**src/rtl/shiftreg_pkg.sv**
```systemverilog
// ---------------------------------------------------------------------------
// Package: shiftreg_pkg
//
// Purpose
//   Shared types and helpers for the shift-register family (PISO transmitter
//   and SIPO receiver). Both sides import this package so that the FSM state
//   encoding and the bit-counter sizing rule stay identical.
//
// Contents
//   piso_state_t  two-state FSM encoding for the parallel-in serial-out side
//   cnt_width()   width of a bit counter that must reach w-1, never below 1
// ---------------------------------------------------------------------------
package shiftreg_pkg;

    // IDLE waits for a parallel word; SHIFT presents bits on the serial side.
    typedef enum logic {
        PISO_IDLE  = 1'b0,
        PISO_SHIFT = 1'b1
    } piso_state_t;

    // A counter that runs 0 .. w-1 needs $clog2(w) bits, but a one-bit word
    // would give zero bits, so the result is clamped to at least one bit.
    function automatic int cnt_width(input int w);
        int bits;
        bits = $clog2(w);
        if (bits < 1) begin
            bits = 1;
        end
        return bits;
    endfunction

endpackage : shiftreg_pkg

```
**src/rtl/piso_bit_counter.sv**
```systemverilog
// ---------------------------------------------------------------------------
// Module: piso_bit_counter
//
// Purpose
//   Bit-position counter for one serial word. Counts beats from 0 up to MAX
//   and flags when the final position is reached. Shared by the PISO and SIPO
//   sides of the shift-register family for word-boundary detection.
//
// Parameters
//   WIDTH   counter width in bits (at least 1)
//   MAX     terminal count, normally word width - 1
//
// Ports
//   clk     in   1      rising-edge clock
//   rst     in   1      asynchronous reset, active-high, clears count
//   clr     in   1      synchronous clear to 0; wins over inc
//   inc     in   1      advance by one position
//   count   out  WIDTH  current bit position
//   at_max  out  1      count == MAX
// ---------------------------------------------------------------------------
module piso_bit_counter #(
    parameter int WIDTH = 3,
    parameter int MAX   = 7
) (
    input  logic             clk,
    input  logic             rst,
    input  logic             clr,
    input  logic             inc,
    output logic [WIDTH-1:0] count,
    output logic             at_max
);

    localparam logic [WIDTH-1:0] MAX_VAL = WIDTH'(MAX);
    localparam logic [WIDTH-1:0] ONE     = WIDTH'(1);

    assign at_max = (count == MAX_VAL);

    // Clear has priority so that a word loaded on the same edge as the
    // previous word's final beat starts cleanly at position 0. Incrementing
    // from MAX wraps to 0, which keeps the count inside 0 .. MAX even when
    // the owner drops back to idle after the final beat without a clear.
    always_ff @(posedge clk or posedge rst) begin
        if (rst) begin
            count <= '0;
        end else if (clr) begin
            count <= '0;
        end else if (inc) begin
            if (at_max) begin
                count <= '0;
            end else begin
                count <= count + ONE;
            end
        end
    end

endmodule : piso_bit_counter

```
**src/rtl/shiftreg_piso.sv**
```systemverilog
// ---------------------------------------------------------------------------
// Module: shiftreg_piso
//
// Purpose
//   Parallel-in serial-out shift register with valid/ready handshakes on both
//   sides. A DATA_WIDTH word is taken on the parallel side and sent one bit
//   per accepted serial beat, with flags marking the first and the last bit
//   of every word. A new word can be loaded on the final beat of the current
//   one, so a continuous stream has no idle cycles between words.
//
// Parameters
//   DATA_WIDTH  word width in bits (>= 1)
//   MSB_FIRST   1: bit DATA_WIDTH-1 goes out first; 0: bit 0 goes out first
//
// Ports
//   clk         in   1           rising-edge clock
//   rst_n       in   1           asynchronous reset, ACTIVE-HIGH despite the
//                                name (1 = in reset)
//   in_valid    in   1           parallel word available
//   in_ready    out  1           block accepts a word this cycle
//   in_data     in   DATA_WIDTH  parallel word, sampled on in_valid && in_ready
//   out_serial  out  1           current serial bit
//   out_valid   out  1           serial bit and flags are valid
//   out_ready   in   1           sink consumes the current bit this cycle
//   out_first   out  1           current bit is the first of its word
//   out_last    out  1           current bit is the final bit of its word
//
// Integration note
//   in_ready is combinational from out_ready (and from rst_n): during the
//   final bit of a word the block is ready only if the sink is consuming
//   that bit in the same cycle. Upstream logic must not make in_valid depend
//   combinationally on in_ready, and a sink that derives out_ready from
//   in_valid/in_ready would close a combinational loop.
// ---------------------------------------------------------------------------
module shiftreg_piso
    import shiftreg_pkg::*;
#(
    parameter int DATA_WIDTH = 8,
    parameter bit MSB_FIRST  = 1'b1
) (
    input  logic                  clk,
    input  logic                  rst_n,
    input  logic                  in_valid,
    output logic                  in_ready,
    input  logic [DATA_WIDTH-1:0] in_data,
    output logic                  out_serial,
    output logic                  out_valid,
    input  logic                  out_ready,
    output logic                  out_first,
    output logic                  out_last
);

    localparam int CNT_W = cnt_width(DATA_WIDTH);

    piso_state_t           state;
    piso_state_t           next_state;
    logic [DATA_WIDTH-1:0] shift_reg;
    logic [CNT_W-1:0]      count;
    logic                  at_max;
    logic                  load;
    logic                  beat;

    // A word is taken whenever the parallel handshake completes; a serial
    // beat happens whenever the sink takes the presented bit.
    assign load = in_valid && in_ready;
    assign beat = out_valid && out_ready;

    // The bit being presented always sits at the outgoing end of the
    // register. Vacated positions fill with zeros, so after a full word the
    // register is empty and out_serial rests at 0 in IDLE.
    assign out_serial = MSB_FIRST ? shift_reg[DATA_WIDTH-1] : shift_reg[0];

    // Bit position within the current word. A load restarts at 0; a beat
    // that is not also a load advances it.
    piso_bit_counter #(
        .WIDTH (CNT_W),
        .MAX   (DATA_WIDTH - 1)
    ) u_bit_counter (
        .clk    (clk),
        .rst    (rst_n),
        .clr    (load),
        .inc    (beat && !load),
        .count  (count),
        .at_max (at_max)
    );

    // FSM state register. Reset is asynchronous so out_valid drops the
    // moment reset is asserted and any partial word is abandoned.
    always_ff @(posedge clk or posedge rst_n) begin
        if (rst_n) begin
            state <= PISO_IDLE;
        end else begin
            state <= next_state;
        end
    end

    // Next-state logic. IDLE leaves on any accepted word. SHIFT stays put
    // until the final beat; a word loaded on that beat keeps the FSM in
    // SHIFT, giving back-to-back words without a bubble.
    always_comb begin
        next_state = state;
        unique case (state)
            PISO_IDLE: begin
                if (load) begin
                    next_state = PISO_SHIFT;
                end
            end
            PISO_SHIFT: begin
                if (beat && at_max && !load) begin
                    next_state = PISO_IDLE;
                end
            end
            default: begin
                next_state = PISO_IDLE;
            end
        endcase
    end

    // Output decode. in_ready is held low while reset is asserted (rst_n is
    // the active-high reset), otherwise it is high in IDLE and on the final
    // beat of a word that the sink is consuming right now.
    always_comb begin
        out_valid = 1'b0;
        out_first = 1'b0;
        out_last  = 1'b0;
        in_ready  = 1'b0;
        unique case (state)
            PISO_IDLE: begin
                in_ready = !rst_n;
            end
            PISO_SHIFT: begin
                out_valid = 1'b1;
                out_first = (count == '0);
                out_last  = at_max;
                in_ready  = !rst_n && at_max && out_ready;
            end
            default: begin
                in_ready = 1'b0;
            end
        endcase
    end

    // Shift register. Loading takes precedence over shifting, which is what
    // makes the final-beat reload work: the outgoing bit was already
    // consumed, and the new word replaces the register contents entirely.
    // While the sink stalls the register simply holds.
    always_ff @(posedge clk or posedge rst_n) begin
        if (rst_n) begin
            shift_reg <= '0;
        end else if (load) begin
            shift_reg <= in_data;
        end else if (beat) begin
            if (MSB_FIRST) begin
                shift_reg <= shift_reg << 1;
            end else begin
                shift_reg <= shift_reg >> 1;
            end
        end
    end

endmodule : shiftreg_piso

```
**config.mk**
```make
export PLATFORM = sky130hd
export DESIGN_NAME = shiftreg_piso
export DESIGN_NICKNAME = d
export VERILOG_FILES = /design/src/rtl/shiftreg_pkg.sv /design/src/rtl/piso_bit_counter.sv /design/src/rtl/shiftreg_piso.sv
export SDC_FILE = /design/constraint.sdc
export NUM_CORES = 1
export LEC_CHECK = 0
export CAP_MARGIN = 20
export CORE_ASPECT_RATIO = 1.5
export CORE_MARGIN = 3
export CORE_UTILIZATION = 35
export CTS_BUF_LIST = sky130_fd_sc_hd__clkbuf_2 sky130_fd_sc_hd__clkbuf_4 sky130_fd_sc_hd__clkbuf_8
export DETAILED_ROUTE_END_ITERATION = 8
export HOLD_SLACK_MARGIN = 0.06
export PLACE_DENSITY_LB_ADDON = 0.1
export SLEW_MARGIN = 40
export SYNTH_ARGS = -nofsm -noshare
export SYNTH_HDL_FRONTEND = slang
export SYNTH_SLANG_ARGS = --single-unit
export TNS_END_PERCENT = 100
```
**constraint.sdc**
```tcl
create_clock -name clk -period 1.85 [get_ports clk]
set_input_delay 0.37 -clock clk [delete_from_list [all_inputs] [get_ports clk]]
set_output_delay 0.37 -clock clk [all_outputs]
set_load 0.005 [all_outputs]
```
==> results of run 1 <==
## per-layer routing
metal / vias up / GRT usage / share of wire
met4: 0 / 0.0667 / 0.015
li1: 242 / - / -
met3: 2 / 0.0267 / 0.037
met5: - / 0 / 0
met2: 10 / 0.203 / 0.54
met1: 235 / 0.114 / 0.41
## worst reg2reg max path: cells and delay by family, from the launching register on
family | cells | cell delay, ps
buf+inv | 3 | 400
flops | 1 | 350
fa+ha+maj | 2 | 330
mux | 1 | 310
simple gates | 1 | 200
compound gates | 1 | 50
## worst max path at each step
stage	startpoint	to	depth (start not counted)
after floorplan	u_bit_counter.count[0]	shift_reg[1]	6
after global placement	u_bit_counter.count[0]	in_ready	5
after detailed placement	u_bit_counter.count[0]	in_ready	5
after CTS	u_bit_counter.count[0]	in_ready	6
after global routing	u_bit_counter.count[1]	in_ready	6
final	u_bit_counter.count[1]	in_ready	6
## power by group through the flow
stage	clock [mW]	combinational [mW]	sequential, mW
global placement	0	0.596	0.449
global route	0.231	0.698	0.467
CTS	0.217	0.615	0.448
detailed placement	0	0.603	0.451
floorplan	0	0.401	0.439
finish	0.205	0.631	0.450
## cells by family after synthesis
kind of cell               synth area share
muxes                                 0.310
adders and majority gates            0.0542
DFF                                   0.433
AOI/OAI and AO/OA                    0.0361
and+or+nand+nor                       0.106
buffers and inverters                0.0596
## Yosys cell counts
cell      number
a21oi_1        1
mux2_4        10
mux2_2         4
o32ai_1        1
a21boi_2       1
inv_1          5
ha_1           3
buf_6          2
mux2i_1        2
nor3b_4        1
nand3_1        1
and2_2         1
nand2_2        1
nor2_1         4
dfrtp_1       12
or2_2          1
nand2_1        4
## stage by stage
stage               instance area (sq um)  hold WS [ps]  cells   util  power (mW)
finish                               1010           541    104  0.544        1.29
detailed placement                    930           536     97  0.501        1.05
floorplan                             693           235     54      -       0.840
global route                         1010           563    104  0.544        1.40
CTS                                   990           548    104  0.534        1.28
global placement                      930           525     97  0.501        1.05
## repair_timing
item / CTS / global route
gates resized for setup: 5 / 8
buffers inserted: 3 / 0
endpoints found under the setup margin: 3 / 9
pin swaps: 1 / 3
## cell type report
class / count / area (sq um) / area share
Sequential cell: 12 / 300 / 0.298
Tap cell: 21 / 26.3 / 0.0261
Inverter: 5 / 18.8 / 0.0186
Timing Repair Buffer: 27 / 253 / 0.251
Clock buffer: 4 / 36.3 / 0.0360
Multi-Input combinational cell: 35 / 374 / 0.371
==> flow_summary_export.csv, run 1 <==
group,metric,value,unit
outcome,status,"finished clean",
worst_hold_path,hold_start,"shift_reg[0]",
power,power-per-cell-area,1270,nW/um^2
worst_setup_path,path_max_fanout,2,
power,switching_share,0.281,
floorplan,num_rows,19,
worst_hold_path,holdCritPathClass,"reg2reg",
floorplan,core,1850,sq um
clock_network,cts_root_buf,"clkbuf_4",
place,port_buffers,16,
cells_and_area,most-common-layout-cells,"clkdlybuf4s50_1, mux2_4, dfrtp_1",
worst_setup_path,path_class,"reg2out",
sta,finalWorstPathRequiredPeriod,1800,ps
power,p_switching,0.361,mW
drt,drc,0,
clock_network,cts_sinks,12,
sta,fmax,556,MHz
sta,hold_viol_final,0,
logic_synthesis,yosys_register_bits,12,
cells_and_area,area_growth,45.5,%
sta,fin_ws,50.5,ps
place,gp_congestion,0.649,
drt,routedWlPerCell,11.7,um
drt,drt_pass1_iterations,2,
sta,rsz0062_at_grt,"yes",
worst_setup_path,cpPeakStageDelay,390,ps
power,ir_worst_vdd,0.621,mV
worst_setup_path,critPathSlowestCell,"dfrtp_1",
logic_synthesis,syn_inst,54,
sta,skew,0.549,ps
sta,fin_crit_sh,0.973,
worst_hold_path,hold-path-cell-count,2,
global_route,grt_overflow,0,
sta,setup_violations,0,
floorplan,die-area,2560,sq um
sta,setup_tns,0,ps
cells_and_area,mostFrequentLayoutCell,"clkdlybuf4s50_1",
worst_setup_path,regToRegEndpoint,"shift_reg[5]",
logic_synthesis,synth-seq-area-share,0.433,
worst_hold_path,hold_end,"shift_reg[0]",
logic_synthesis,synth.largest_area_cell,"dfrtp_1",
worst_setup_path,r2r_setup_slack,90,ps
sta,relSlewSlack,0.687,
logic_synthesis,synth.avg_cell_area,12.8,sq um
worst_setup_path,end_kind,"output port",
cells_and_area,antenna_cells,0,
floorplan,start_util,0.374,
power,intPower,0.924,mW
global_route,grt_first_pass_wirelength,2150,um
floorplan,chipHeight,60.5,um
floorplan,fp.dieW,42.3,um
clock_network,cts.path.max_buffers,2,
clock_network,clock_latency,260,ps
global_route,track_usage,0.111,
worst_setup_path,cp-start-kind,"register",
drt,totalWireLength,1220,um
drt,first_iter_violations,5,
power,p_leak,0.493,nW
global_route,grt_max_degree,13,
clock_network,ctsHoldBuffers,0,
worst_setup_path,worst-path-buf-inv,2,
power,combPwrFrac,0.491,
logic_synthesis,ys_top_cells_by_area,"dfrtp_1, mux2_4, mux2_2",
cells_and_area,drive_above_1_share,0.446,
drt,drt-vias-per-instance,4.70,
flow_run,drv_cap,0,
worst_setup_path,crit_chain,"ha_2 > ha_4 > buf_6 > a21boi_2 > nor2_1 > buf_2",
drt,vias,489,
floorplan,pin_count,17,
logic_synthesis,yosys_warnings,0,
power,p_clk_frac,0.159,
worst_setup_path,worstPathRequired,1480,ps
clock_network,path_clk_slew,80,ps
logic_synthesis,synth_top_area_frac,0.433,
worst_setup_path,r2r_cells,8,
cells_and_area,fillers,178,
worst_setup_path,reg2reg_from,"u_bit_counter.count[1]",
drt,antenna_left,0,
logic_synthesis,netlist_area,693,sq um
clock_network,htreeDepth,1,
cells_and_area,finalNetCount,99,
global_route,antenna_found_initial,0,
power,seq_power_share,0.350,
worst_setup_path,worstPathArrival,1430,ps
global_route,grt_pass1_vias,525,
logic_synthesis,yosysUniqueCellTypes,17,
place,dp_slack,-76.9,ps
clock_network,tritoncts,"done",
worst_setup_path,crit_family,"flip-flops",
cells_and_area,largest_reg_flops,8,
place,dp_hpwl,915,um
sta,worst_slew_pin_slew,469,ps
logic_synthesis,syn_nets,69,
clock_network,cts_buffers,3,
sta,drv_slew,0,
No activity file was read; power rests on OpenSTA's default activity.
==> run 2, diff against run 1 <==
Settings changed: SKIP_LAST_GASP set to 1.
==> flow_summary_export.csv, run 2 (synthesized netlist as in run 1, its figures left out) <==
group,metric,value,unit
clock_network,path_clk_slew,80,ps
cells_and_area,antenna_cells,0,
worst_setup_path,worstPathRequired,1480,ps
cells_and_area,largest_reg_flops,8,
drt,drc,0,
worst_setup_path,path_max_fanout,2,
worst_setup_path,path_class,"reg2out",
cells_and_area,register_area,300,sq um
power,ir_worst_vdd,0.587,mV
drt,vias,489,
drt,routedWlPerCell,11.7,um
sta,hold_viol_final,0,
clock_network,tritoncts,"done",
clock_network,cts_root_buf,"clkbuf_4",
floorplan,pin_count,17,
worst_setup_path,r2r_setup_slack,70,ps
cells_and_area,mostFrequentLayoutCell,"clkdlybuf4s50_1",
cells_and_area,multi_input_area,367,sq um
global_route,grt_max_degree,13,
worst_setup_path,reg2reg_from,"u_bit_counter.count[1]",
floorplan,num_rows,19,
floorplan,chipHeight,60.5,um
worst_setup_path,r2r_cells,8,
worst_setup_path,endpoint,"in_ready",
global_route,track_usage,0.111,
place,port_buffers,16,
worst_hold_path,hold-path-cell-count,2,
drt,first_iter_violations,5,
clock_network,htreeDepth,1,
worst_setup_path,critPathSlowestCell,"dfrtp_1",
outcome,status,"finished clean",
clock_network,cts_sinks,12,
cells_and_area,area_growth,44.4,%
floorplan,die-area,2560,sq um
worst_setup_path,startpoint,"u_bit_counter.count[1]",
global_route,antenna_found_initial,0,
sta,fin_ws,50.4,ps
flow_run,drv_cap,0,
sta,finalWorstPathRequiredPeriod,1800,ps
place,gp_congestion,0.649,
sta,fin_crit_sh,0.973,
place,dp_slack,-76.9,ps
sta,worst_slew_pin_slew,469,ps
drt,drt-vias-per-instance,4.70,
worst_setup_path,cp-start-kind,"register",
clock_network,ctsHoldBuffers,0,
worst_setup_path,end_kind,"output port",
floorplan,fp.dieW,42.3,um
cells_and_area,fillers,180,
clock_network,cts.path.max_buffers,2,
sta,setup_violations,0,
clock_network,cts_buffers,3,
place,numPlacedInstances,97,
cells_and_area,layoutNonFillerInstCount,104,
drt,drt_pass1_iterations,2,
worst_setup_path,crit_chain,"ha_2 > ha_4 > buf_6 > a21boi_2 > nor2_1 > buf_2",
power,power-per-cell-area,1270,nW/um^2
sta,relSlewSlack,0.687,
cells_and_area,most-common-layout-cells,"clkdlybuf4s50_1, dfrtp_1, mux2_4",
cells_and_area,utilization,0.540,
power,p_leak,0.489,nW
place,dp_hpwl,915,um
floorplan,start_util,0.374,
global_route,grt_pass1_vias,525,
floorplan,core,1850,sq um
worst_setup_path,worstPathArrival,1430,ps
worst_setup_path,regToRegEndpoint,"shift_reg[2]",
sta,drv_slew,0,
sta,fmax,556,MHz
clock_network,clock_latency,260,ps
cells_and_area,drive_above_1_share,0.446,
global_route,grt_first_pass_wirelength,2150,um
drt,antenna_left,0,
sta,rsz0062_at_grt,"yes",
sta,skew,0.640,ps
cells_and_area,finalNetCount,99,
worst_setup_path,cpPeakStageDelay,390,ps
drt,totalWireLength,1210,um
worst_hold_path,holdCritPathClass,"reg2reg",
global_route,grt_overflow,0,
-- run 2: cell counts in the layout (fill, tap and decap cells not counted) --
No cell type changed its count.
-- run 2: repair_timing --
action | CTS | global route
pin swaps | 1 | 3
gates resized for setup | 5 | 6
setup endpoints to repair | 3 | 9
buffers inserted | 3 | 0
-- run 2: worst max-delay path, delay by kind of cell, from the launching register on --
kind                       cells  cell delay [ps]
AOI/OAI and AO/OA              1              140
adders and majority gates      2              360
buffers and inverters          2              230
and+or+nand+nor                1               50
DFF                            1              390
-- run 2: final cells by class --
| type | instances | share of cell area |
|---|---|---|
| flip-flops and latches | 12 | 0.300 |
| multi-input cells | 35 | 0.366 |
| repair buffers | 27 | 0.252 |
| clock buffers | 4 | 0.0363 |
| well taps | 21 | 0.0263 |
| inverters | 5 | 0.0188 |
-- run 2: worst min-delay path by stage --
stage / from / end / slack, ps
CTS: shift_reg[0] / shift_reg[0] / 550
finish: shift_reg[0] / shift_reg[0] / 540
floorplan: rst_n / shift_reg[0] / 230
detailed placement: shift_reg[0] / shift_reg[0] / 540
global route: shift_reg[0] / shift_reg[0] / 560
global placement: shift_reg[0] / shift_reg[0] / 520
-- run 2: routing by layer --
layer / part of all wire / track usage / routed length [um]
met3: 0.037 / 0.0267 / 45
met2: 0.55 / 0.203 / 661
met1: 0.40 / 0.114 / 487
met4: 0.015 / 0.0667 / 18
met5: 0 / 0 / 0
-- run 2: metrics by stage --
| stage | power, mW | hold WS [ps] | setup TNS (ps) | instance area, sq um |
|---|---|---|---|---|
| 2_1_floorplan | 0.840 | 235 | 0 | 693 |
| 3_3_place_gp | 1.05 | 525 | -292 | 930 |
| 3_5_place_dp | 1.05 | 536 | -351 | 930 |
| 4_1_cts | 1.28 | 548 | -123 | 990 |
| 5_1_grt | 1.38 | 563 | -79.7 | 1000 |
| 6_report | 1.27 | 541 | 0 | 1000 |
-- run 2: report_power, final --
group / switching, mW / total (mW) / internal (mW)
Sequential: 0.0751 / 0.450 / 0.375
Clock: 0.0855 / 0.205 / 0.119
Combinational: 0.198 / 0.615 / 0.417
==> run 3, diff against run 2 <==
Settings changed: CORE_UTILIZATION 35 to 25.
==> flow_summary_export.csv, run 3 (synthesized netlist as in run 1, its figures left out) <==
group,metric,value,unit
drt,drc,0,
power,combPwrFrac,0.499,
clock_network,path_clk_slew,80,ps
sta,worst_slew_pin_slew,487,ps
worst_setup_path,reg2reg_from,"u_bit_counter.count[0]",
flow_run,drv_cap,0,
place,port_buffers,16,
power,p_switching,0.360,mW
global_route,grt_first_pass_wirelength,2430,um
place,dp_hpwl,983,um
worst_setup_path,path_max_fanout,3,
outcome,status,"finished clean",
clock_network,cts_sinks,12,
worst_setup_path,worst-path-buf-inv,1,
power,intPower,0.865,mW
worst_setup_path,critPathSlowestCell,"dfrtp_1",
floorplan,core,2530,sq um
worst_hold_path,hold_start,"shift_reg[0]",
global_route,grt_max_degree,13,
power,p_clk_frac,0.133,
floorplan,pin_count,17,
global_route,antenna_found_initial,0,
worst_setup_path,cpPeakStageDelay,390,ps
worst_setup_path,end_kind,"output port",
sta,setup_violations,0,
global_route,grt_overflow,0,
worst_setup_path,worstPathArrival,1420,ps
power,power-per-cell-area,1230,nW/um^2
sta,hold-worst-slack,536,ps
cells_and_area,finalNetCount,98,
power,seq_power_share,0.368,
worst_setup_path,crit_chain,"ha_2 > ha_4 > a21boi_2 > nor2_1 > clkdlybuf4s15_1",
sta,hold_viol_final,0,
cells_and_area,largest_reg_flops,8,
power,switching_share,0.294,
sta,fmax,558,MHz
cells_and_area,drive_above_1_share,0.420,
clock_network,ctsHoldBuffers,0,
cells_and_area,antenna_cells,0,
drt,drt_pass1_iterations,4,
floorplan,die-area,3450,sq um
cells_and_area,utilization,0.395,
clock_network,clock_latency,270,ps
sta,fin_crit_sh,0.969,
worst_hold_path,holdCritPathClass,"reg2reg",
worst_setup_path,startpoint,"u_bit_counter.count[0]",
clock_network,cts_buffers,3,
drt,drt-vias-per-instance,4.13,
worst_setup_path,worstPathRequired,1480,ps
power,ir_worst_vdd,0.470,mV
power,p_leak,0.476,nW
cells_and_area,area_growth,44.2,%
worst_setup_path,path_class,"reg2out",
sta,finalWorstPathRequiredPeriod,1790,ps
drt,totalWireLength,1300,um
worst_setup_path,crit_family,"flip-flops",
sta,skew,4.60,ps
cells_and_area,mostFrequentLayoutCell,"clkdlybuf4s50_1",
drt,first_iter_violations,10,
clock_network,htreeDepth,1,
floorplan,start_util,0.274,
floorplan,num_rows,22,
power,finalPower,1.22,mW
sta,drv_slew,0,
floorplan,chipHeight,70.5,um
sta,relSlewSlack,0.675,
cells_and_area,most-common-layout-cells,"clkdlybuf4s50_1, dfrtp_1, mux2_4",
floorplan,fp.dieW,49.0,um
global_route,track_usage,0.0922,
clock_network,cts.path.max_buffers,2,
global_route,grt_pass1_vias,513,
place,gp_congestion,0.730,
cells_and_area,postLayoutCellArea,1000,sq um
clock_network,tritoncts,"done",
drt,vias,483,
clock_network,cts_root_buf,"clkbuf_4",
drt,antenna_left,0,
worst_setup_path,cp-start-kind,"register",
cells_and_area,fillers,274,
place,placed_cell_area,941,sq um
sta,rsz0062_at_grt,"yes",
drt,routedWlPerCell,11.1,um
-- run 3: final timing paths --
check / endpoint / slack (ps) / cells after the start
max: in_ready / 60 / 5
max reg2reg: shift_reg[3] / 120 / 7
max in group asynchronous: shift_reg[5] / 930 / 3
min: shift_reg[0] / 540 / 2
min reg2reg: shift_reg[0] / 540 / 2
min in group asynchronous: shift_reg[4] / 590 / 3
-- run 3: area by class of cell --
type | instances | area (sq um) | share of cell area
clock buffers | 3 | 22.5 | 0.0225
inverters | 5 | 18.8 | 0.0188
multi-input cells | 35 | 367 | 0.367
flip-flops and latches | 12 | 300 | 0.300
well taps | 36 | 45.0 | 0.0451
repair buffers | 26 | 246 | 0.247
-- run 3: tightest hold or removal path: stages, from the launching register on --
cell and delay (ps):
dfrtp_1 380, nand2_1 60, mux2i_1 60
-- run 3: power groups by stage --
stage | registers, mW | logic [mW] | clock network (mW)
after CTS | 0.454 | 0.619 | 0.170
after detailed placement | 0.455 | 0.601 | 0
after floorplan | 0.439 | 0.401 | 0
after global placement | 0.450 | 0.596 | 0
final | 0.451 | 0.611 | 0.163
after global routing | 0.472 | 0.683 | 0.185
-- run 3: stage by stage --
step           cells  worst slack (ps)  setup TNS [ps]
3_3_place_gp     111             -74.4            -353
3_5_place_dp     111             -70.2            -362
6_report         117              57.5               0
4_1_cts          116             -3.10           -3.10
2_1_floorplan     54               222               0
5_1_grt          117             -33.7           -33.7
-- run 3: repair_timing --
| item | CTS | global route |
|---|---|---|
| setup endpoints to repair | 3 | 2 |
| resized for setup | 6 | 2 |
| setup buffers | 2 | 1 |
| hold endpoints to repair | 0 | 0 |
| pin swaps | 2 | 2 |
-- run 3: layer usage --
| metal | up-vias | wire [um] | global-route usage |
|---|---|---|---|
| met5 | - | 0 | 0 |
| met4 | 0 | 40 | 0.0665 |
| met3 | 5 | 46 | 0.0213 |
| met2 | 10 | 663 | 0.145 |
| met1 | 231 | 546 | 0.108 |
| li1 | 237 | - | - |
==> edit 1 (settings of run 3) <==
`DATA_WIDTH`: 8 -> 7.
--- a/src/rtl/shiftreg_piso.sv
+++ b/src/rtl/shiftreg_piso.sv
@@ -36,5 +36,5 @@
     import shiftreg_pkg::*;
 #(
-    parameter int DATA_WIDTH = 8,
+    parameter int DATA_WIDTH = 7,
     parameter bit MSB_FIRST  = 1'b1
 ) (
Ports: changed (resized in_data); port bits go from 17 to 16. The function was not compared with the original's and may differ.
==> edit 1 against run 3 <==
  * Sequential cell count down 1
  * Power shrank 10%
  * Cell area fell by 8.5%
  * Routed wire length down 6.0%
  * Synthesized area shrank 9.9%
  * Clock power rose by 6%
  * Register-to-register slack improved by 0.10 ns
  * Critical path depth decreased by 1
  * Worst setup slack gained 0.031 ns
  * Largest power group unchanged
==> edit 1: results (changes against run 3) <==
status: "finished, final reports clean"  # unchanged
wire_per_inst_um: 11.95  # was 11.09 um
drt_first_pass_iters: 4  # unchanged
path_clk_slew_ns: 0.07
port_buffers: 15  # was 16
nFillCells: 235  # was 274
worst_ir_drop_vdd_mv: 0.5079  # was 0.4704 mV
worst_slew_pin_slew_ns: 0.4252  # was 0.4875 ns
grt_util_all_layers_pct: 8.810  # was 9.223%
clock_latency_ns: 0.26
cts_buffers: 3  # unchanged
place_congestion: 0.7078  # was 0.7297
syn-num-nets: 62  # was 69
final_layout_size_suffix_gt1_share_pct: 46.84  # was 41.98%
clock_skew_ns: 0.0001718  # was 0.004601 ns
synthAdderAreaFrac_pct: 0  # was 5.415%
cp_max_fo: 4  # was 3
antennaDiodeCount: 0  # unchanged
synth_top_flop_cell: "dfrtp_1"  # unchanged
clk_path_buf_depth: 2  # unchanged
fin_nets: 91  # was 98
synth_xor_area_share_pct: 0  # unchanged
grt_max_degree: 12  # was 13
dpl-instance-area_um2: 823.3  # was 940.9 um2
synthMuxAreaShare_pct: 31.46  # was 31.05%
ys_warn_count: 0  # unchanged
slowest_delay_ns: 0.42  # was 0.39 ns
p_leak_nw: 0.4647  # was 0.4759 nW
grt_pass1_wl_mm: 2.001  # was 2.428 mm
clockRootBuffer: "clkbuf_4"  # unchanged
netlist_top_cells_count: "mux2_2 (13), dfrtp_1 (11), mux2i_1 (5), nand2_1 (4), inv_1 (3)"  # was dfrtp_1 (12), mux2_4 (10), inv_1 (5)
drtIter0Drc: 17  # was 10
drcViolationCount: 0  # unchanged
grt_antenna_before_repair: 0  # unchanged
async_flop_share_pct: 100.0  # unchanged
synth_compound_area_share_pct: 6.613  # was 3.610%
holdCritPathClass: "input pin to asynchronous set/reset pin"  # was flop to flop
synth_cell_types: 19  # was 17
vias: 472  # was 483
cpMaxStageDelayCell: "dfrtp_2"  # was dfrtp_1
worstPathArrival_ns: 1.39  # was 1.42 ns
htreeDepth: 1  # unchanged
dp_hpwl_um: 879.5  # was 982.9 um
ys_top_cells_by_area: "dfrtp_1 (44%), mux2_2 (23%), mux2i_1 (8.0%), nand4b_4 (3.8%), a21oi_4 (2.6%)"  # was dfrtp_1 (43%), mux2_4 (22%), mux2_2 (6.5%), ha_1 (5.4%), buf_6 (3.2%)
largest_reg_flops: 7  # was 8
grt_pass1_vias: 486  # was 513
seq_area_frac_synth_pct: 44.09  # was 43.32%
r2r_cells: 5  # was 7
edit 1: final timing paths:
kind | start | endpoint | slack (ns)
worst min register to register | u_bit_counter.count[1]$_DFFE_PP0P_ | u_bit_counter.count[1]$_DFFE_PP0P_ | 0.51
worst max-delay path | u_bit_counter.count[0]$_DFFE_PP0P_ | in_ready | 0.09
worst max register to register | u_bit_counter.count[0]$_DFFE_PP0P_ | shift_reg[4]$_DFFE_PP0P_ | 0.22
min in group clk | u_bit_counter.count[1]$_DFFE_PP0P_ | u_bit_counter.count[1]$_DFFE_PP0P_ | 0.51
worst min-delay path | rst_n | state$_DFF_PP0_ | 0.45
max in group asynchronous | rst_n | u_bit_counter.count[2]$_DFFE_PP0P_ | 1.08
edit 1: worst max-delay path: cells and delay by family (launching register included):
family                 cells  cell delay [ns]
AO/OA/AOI/OAI              1             0.15
flip-flops                 1             0.42
AND/OR/NAND/NOR            1             0.16
buffers and inverters      2             0.40
edit 1: cell families (layout without fill, tap and decap cells):
logic type / Yosys count / in the layout
mux: 18 / 18
flops: 11 / 11
simple gates: 11 / 11
buf+inv: 6 / 34
compound gates: 5 / 5
edit 1: cell type report:
cell class | count | area, um2 | share of cell area (%)
Clock buffer | 4 | 30.03 | 3.283
Inverter | 3 | 11.26 | 1.231
Multi-Input combinational cell | 34 | 326.6 | 35.70
Sequential cell | 11 | 279.0 | 30.51
Tap cell | 23 | 28.78 | 3.146
Timing Repair Buffer | 27 | 239.0 | 26.13
edit 1: per-layer routing:
metal / part of all wire [%] / wire (um) / global-route usage (%)
met3: 4.7 / 57 / 1.600
met5: 0 / 0 / 0
met2: 52 / 633 / 14.63
met1: 42 / 508 / 10.08
met4: 1.6 / 19 / 5.190
edit 1: timing repair:
item                                    4_1_cts  5_1_grt
gates resized for setup                       7        1
endpoints found under the setup margin        3        2
setup buffers                                 4        3
hold buffers                                  0        0
cloned                                        0        0
edit 1: report_power, final:
part           leakage, nW  internal, mW  switching (mW)
clock               0.0184        0.0979          0.0749
sequential           0.137         0.334          0.0614
combinational        0.309         0.340           0.195
edit 1: stage by stage:
stage	std cells	worst slack, ns
global placement	91	-0.2089
global route	102	0.004582
detailed placement	91	-0.2226
floorplan	51	0.4968
finish	102	0.08889
CTS	99	0.03148
==> edit 2 (settings of run 3) <==
Made on the original files. Make the reset (`rst` and `rst_n`) synchronous in 3 clocked blocks. Comments in the files are not updated.
--- a/src/rtl/piso_bit_counter.sv
+++ b/src/rtl/piso_bit_counter.sv
@@ -40,5 +40,5 @@
     // from MAX wraps to 0, which keeps the count inside 0 .. MAX even when
     // the owner drops back to idle after the final beat without a clear.
-    always_ff @(posedge clk or posedge rst) begin
+    always_ff @(posedge clk) begin
         if (rst) begin
             count <= '0;
--- a/src/rtl/shiftreg_piso.sv
+++ b/src/rtl/shiftreg_piso.sv
@@ -87,5 +87,5 @@
     // FSM state register. Reset is asynchronous so out_valid drops the
     // moment reset is asserted and any partial word is abandoned.
-    always_ff @(posedge clk or posedge rst_n) begin
+    always_ff @(posedge clk) begin
         if (rst_n) begin
             state <= PISO_IDLE;
@@ -145,5 +145,5 @@
     // consumed, and the new word replaces the register contents entirely.
     // While the sink stalls the register simply holds.
-    always_ff @(posedge clk or posedge rst_n) begin
+    always_ff @(posedge clk) begin
         if (rst_n) begin
             shift_reg <= '0;
Formal check against the unedited RTL: differs if rst_n is asserted again (counterexample within 4 cycles, from zero or initial values and one cycle with rst_n high); with rst_n held inactive, the same outputs for 10 cycles.
==> edit 2 against run 3 <==
  * Utilization increased by 2.8 points
  * Clock skew fell by 0.0012 ns
  * Cell area decreased by 1.0%
  * Non-clock buffer count fell by 2
  * Sequential cell count stayed put
  * Synthesized area fell by 7.8%
  * Worst setup slack worse by 0.017 ns
  * Routed wire length grew 17%
  * Critical endpoint is now shift_reg[6]$_SDFFE_PP0P_
  * Largest cell class unchanged
Power is not compared: it rests on default switching activity, and its combinational part moved more than twofold at a synthesized area within 25%.
==> edit 2: results (changes against run 3) <==
status: "finished, final reports clean"  # unchanged
drtIter0Drc: 13  # was 10
ys_top_cells_by_area: "dfxtp_1 (38%), a221oi_1 (9.6%), a211oi_1 (8.2%), and3_1 (6.8%), ha_1 (5.9%)"  # was dfrtp_1 (43%), mux2_4 (22%), mux2_2 (6.5%), ha_1 (5.4%), buf_6 (3.2%)
synth_cell_types: 20  # was 17
setup-violations-final: 0  # unchanged
synth_compound_area_share_pct: 22.70  # was 3.610%
post-place-ws_ns: -0.08644  # was -0.07020 ns
synth_top_flop_cell: "dfxtp_1"  # was dfrtp_1
wirelength_mm: 1.521  # was 1.297 mm
met1_length_um: 652  # was 546 um
dpl-instance-area_um2: 834.6  # was 940.9 um2
routed.top_layer: "met4"  # unchanged
dr_wl_met3_um: 32  # was 46 um
synthAdderAreaFrac_pct: 5.871  # was 5.415%
synth_cells: 72  # was 54
worstPathArrival_ns: 2.00  # was 1.42 ns
nFillCells: 225  # was 274
clock_skew_ns: 0.003424  # was 0.004601 ns
synthMuxAreaShare_pct: 4.697  # was 31.05%
die_x_um: 47.29  # was 49.00 um
htreeDepth: 1  # unchanged
syn-num-nets: 87  # was 69
dp_hpwl_mm: 1.041  # was 982.9 um
netlist_top_cells_count: "dfxtp_1 (12), inv_1 (9), a211oi_1 (7), a221oi_1 (7), and3_1 (7)"  # was dfrtp_1 (12), mux2_4 (10), inv_1 (5)
port_buffers: 16  # unchanged
dr_wl_met2_um: 820  # was 663 um
grt_pass1_wl_mm: 2.525  # was 2.428 mm
relSlewSlack_pct: 58.22  # was 67.46%
seq_area_frac_synth_pct: 37.57  # was 43.32%
slowest_delay_ns: 0.32  # was 0.39 ns
crit_family: "compound AO/OA/AOI/OAI gates"  # was flip-flops
ys_warn_count: 0  # unchanged
path_clk_slew_ns: 0.07
avgViaCountPerCell: 5.127  # was 4.128
grt_util_all_layers_pct: 11.01  # was 9.223%
place_congestion: 0.6936  # was 0.7297
cp_max_fo: 5  # was 3
ant_nets: 0  # unchanged
postLayoutCoreUtil_pct: 42.32  # was 39.48%
synth_xor_area_share_pct: 0  # unchanged
async_flop_share_pct: 0  # was 100.0%
cpMaxStageDelayCell: "dfxtp_2"  # was dfrtp_1
final_layout_size_suffix_gt1_share_pct: 32.63  # was 41.98%
grt_pass1_vias: 619  # was 513
wire_per_inst_um: 12.89  # was 11.09 um
drt_first_pass_iters: 4  # unchanged
holdCritPathClass: "flop to flop"  # unchanged
edit 2: changes by cell type after synthesis, sizes merged, moves of 2 or more:
cell,change
nand2,-3
a211oi,+7
a221oi,+7
dfxtp,+12
nor3,+3
and3,+7
inv,+4
dfrtp,-12
clkbuf,+3
mux2,-14
nor2,+2
edit 2: layout make-up:
| cell class | count | area (um2) | area share, % |
|---|---|---|---|
| multi-input combinational | 47 | 445.4 | 45.01 |
| clock buffer | 3 | 22.52 | 2.276 |
| timing repair buffer | 24 | 216.5 | 21.87 |
| tap | 23 | 28.78 | 2.908 |
| inverter | 9 | 33.78 | 3.413 |
| sequential | 12 | 242.7 | 24.53 |
edit 2: what timing repair did:
action / 4_1_cts / 5_1_grt
hold buffers: 0 / 0
gates cloned: 0 / 2
pin swaps: 0 / 5
setup buffers: 2 / 0
gates resized for setup: 7 / 20
setup endpoints to repair: 3 / 12
edit 2: power breakdown:
part	internal [mW]	leakage, nW	switching, mW	total (mW)
registers	0.275	0.0998	0.0128	0.288
clock network	0.0752	0.0138	0.0812	0.156
logic	0.0851	0.340	0.0618	0.147
edit 2: metal layers:
metal	vias up	track usage (%)
met3	2	2.368
met5	-	0
met4	0	6.228
met2	7	18.62
li1	313	-
met1	283	12.08
edit 2: path summary, 6_finish.rpt:
kind	endpoint	slack [ns]	depth (start not counted)	from
worst max register to register	shift_reg[6]$_SDFFE_PP0P_	0.04	8	u_bit_counter.count[0]$_SDFFE_PP0P_
worst min register to register	shift_reg[0]$_SDFFE_PP0P_	0.49	2	shift_reg[0]$_SDFFE_PP0P_
worst min-delay path	shift_reg[0]$_SDFFE_PP0P_	0.49	2	shift_reg[0]$_SDFFE_PP0P_
worst max-delay path	shift_reg[6]$_SDFFE_PP0P_	0.04	8	u_bit_counter.count[0]$_SDFFE_PP0P_
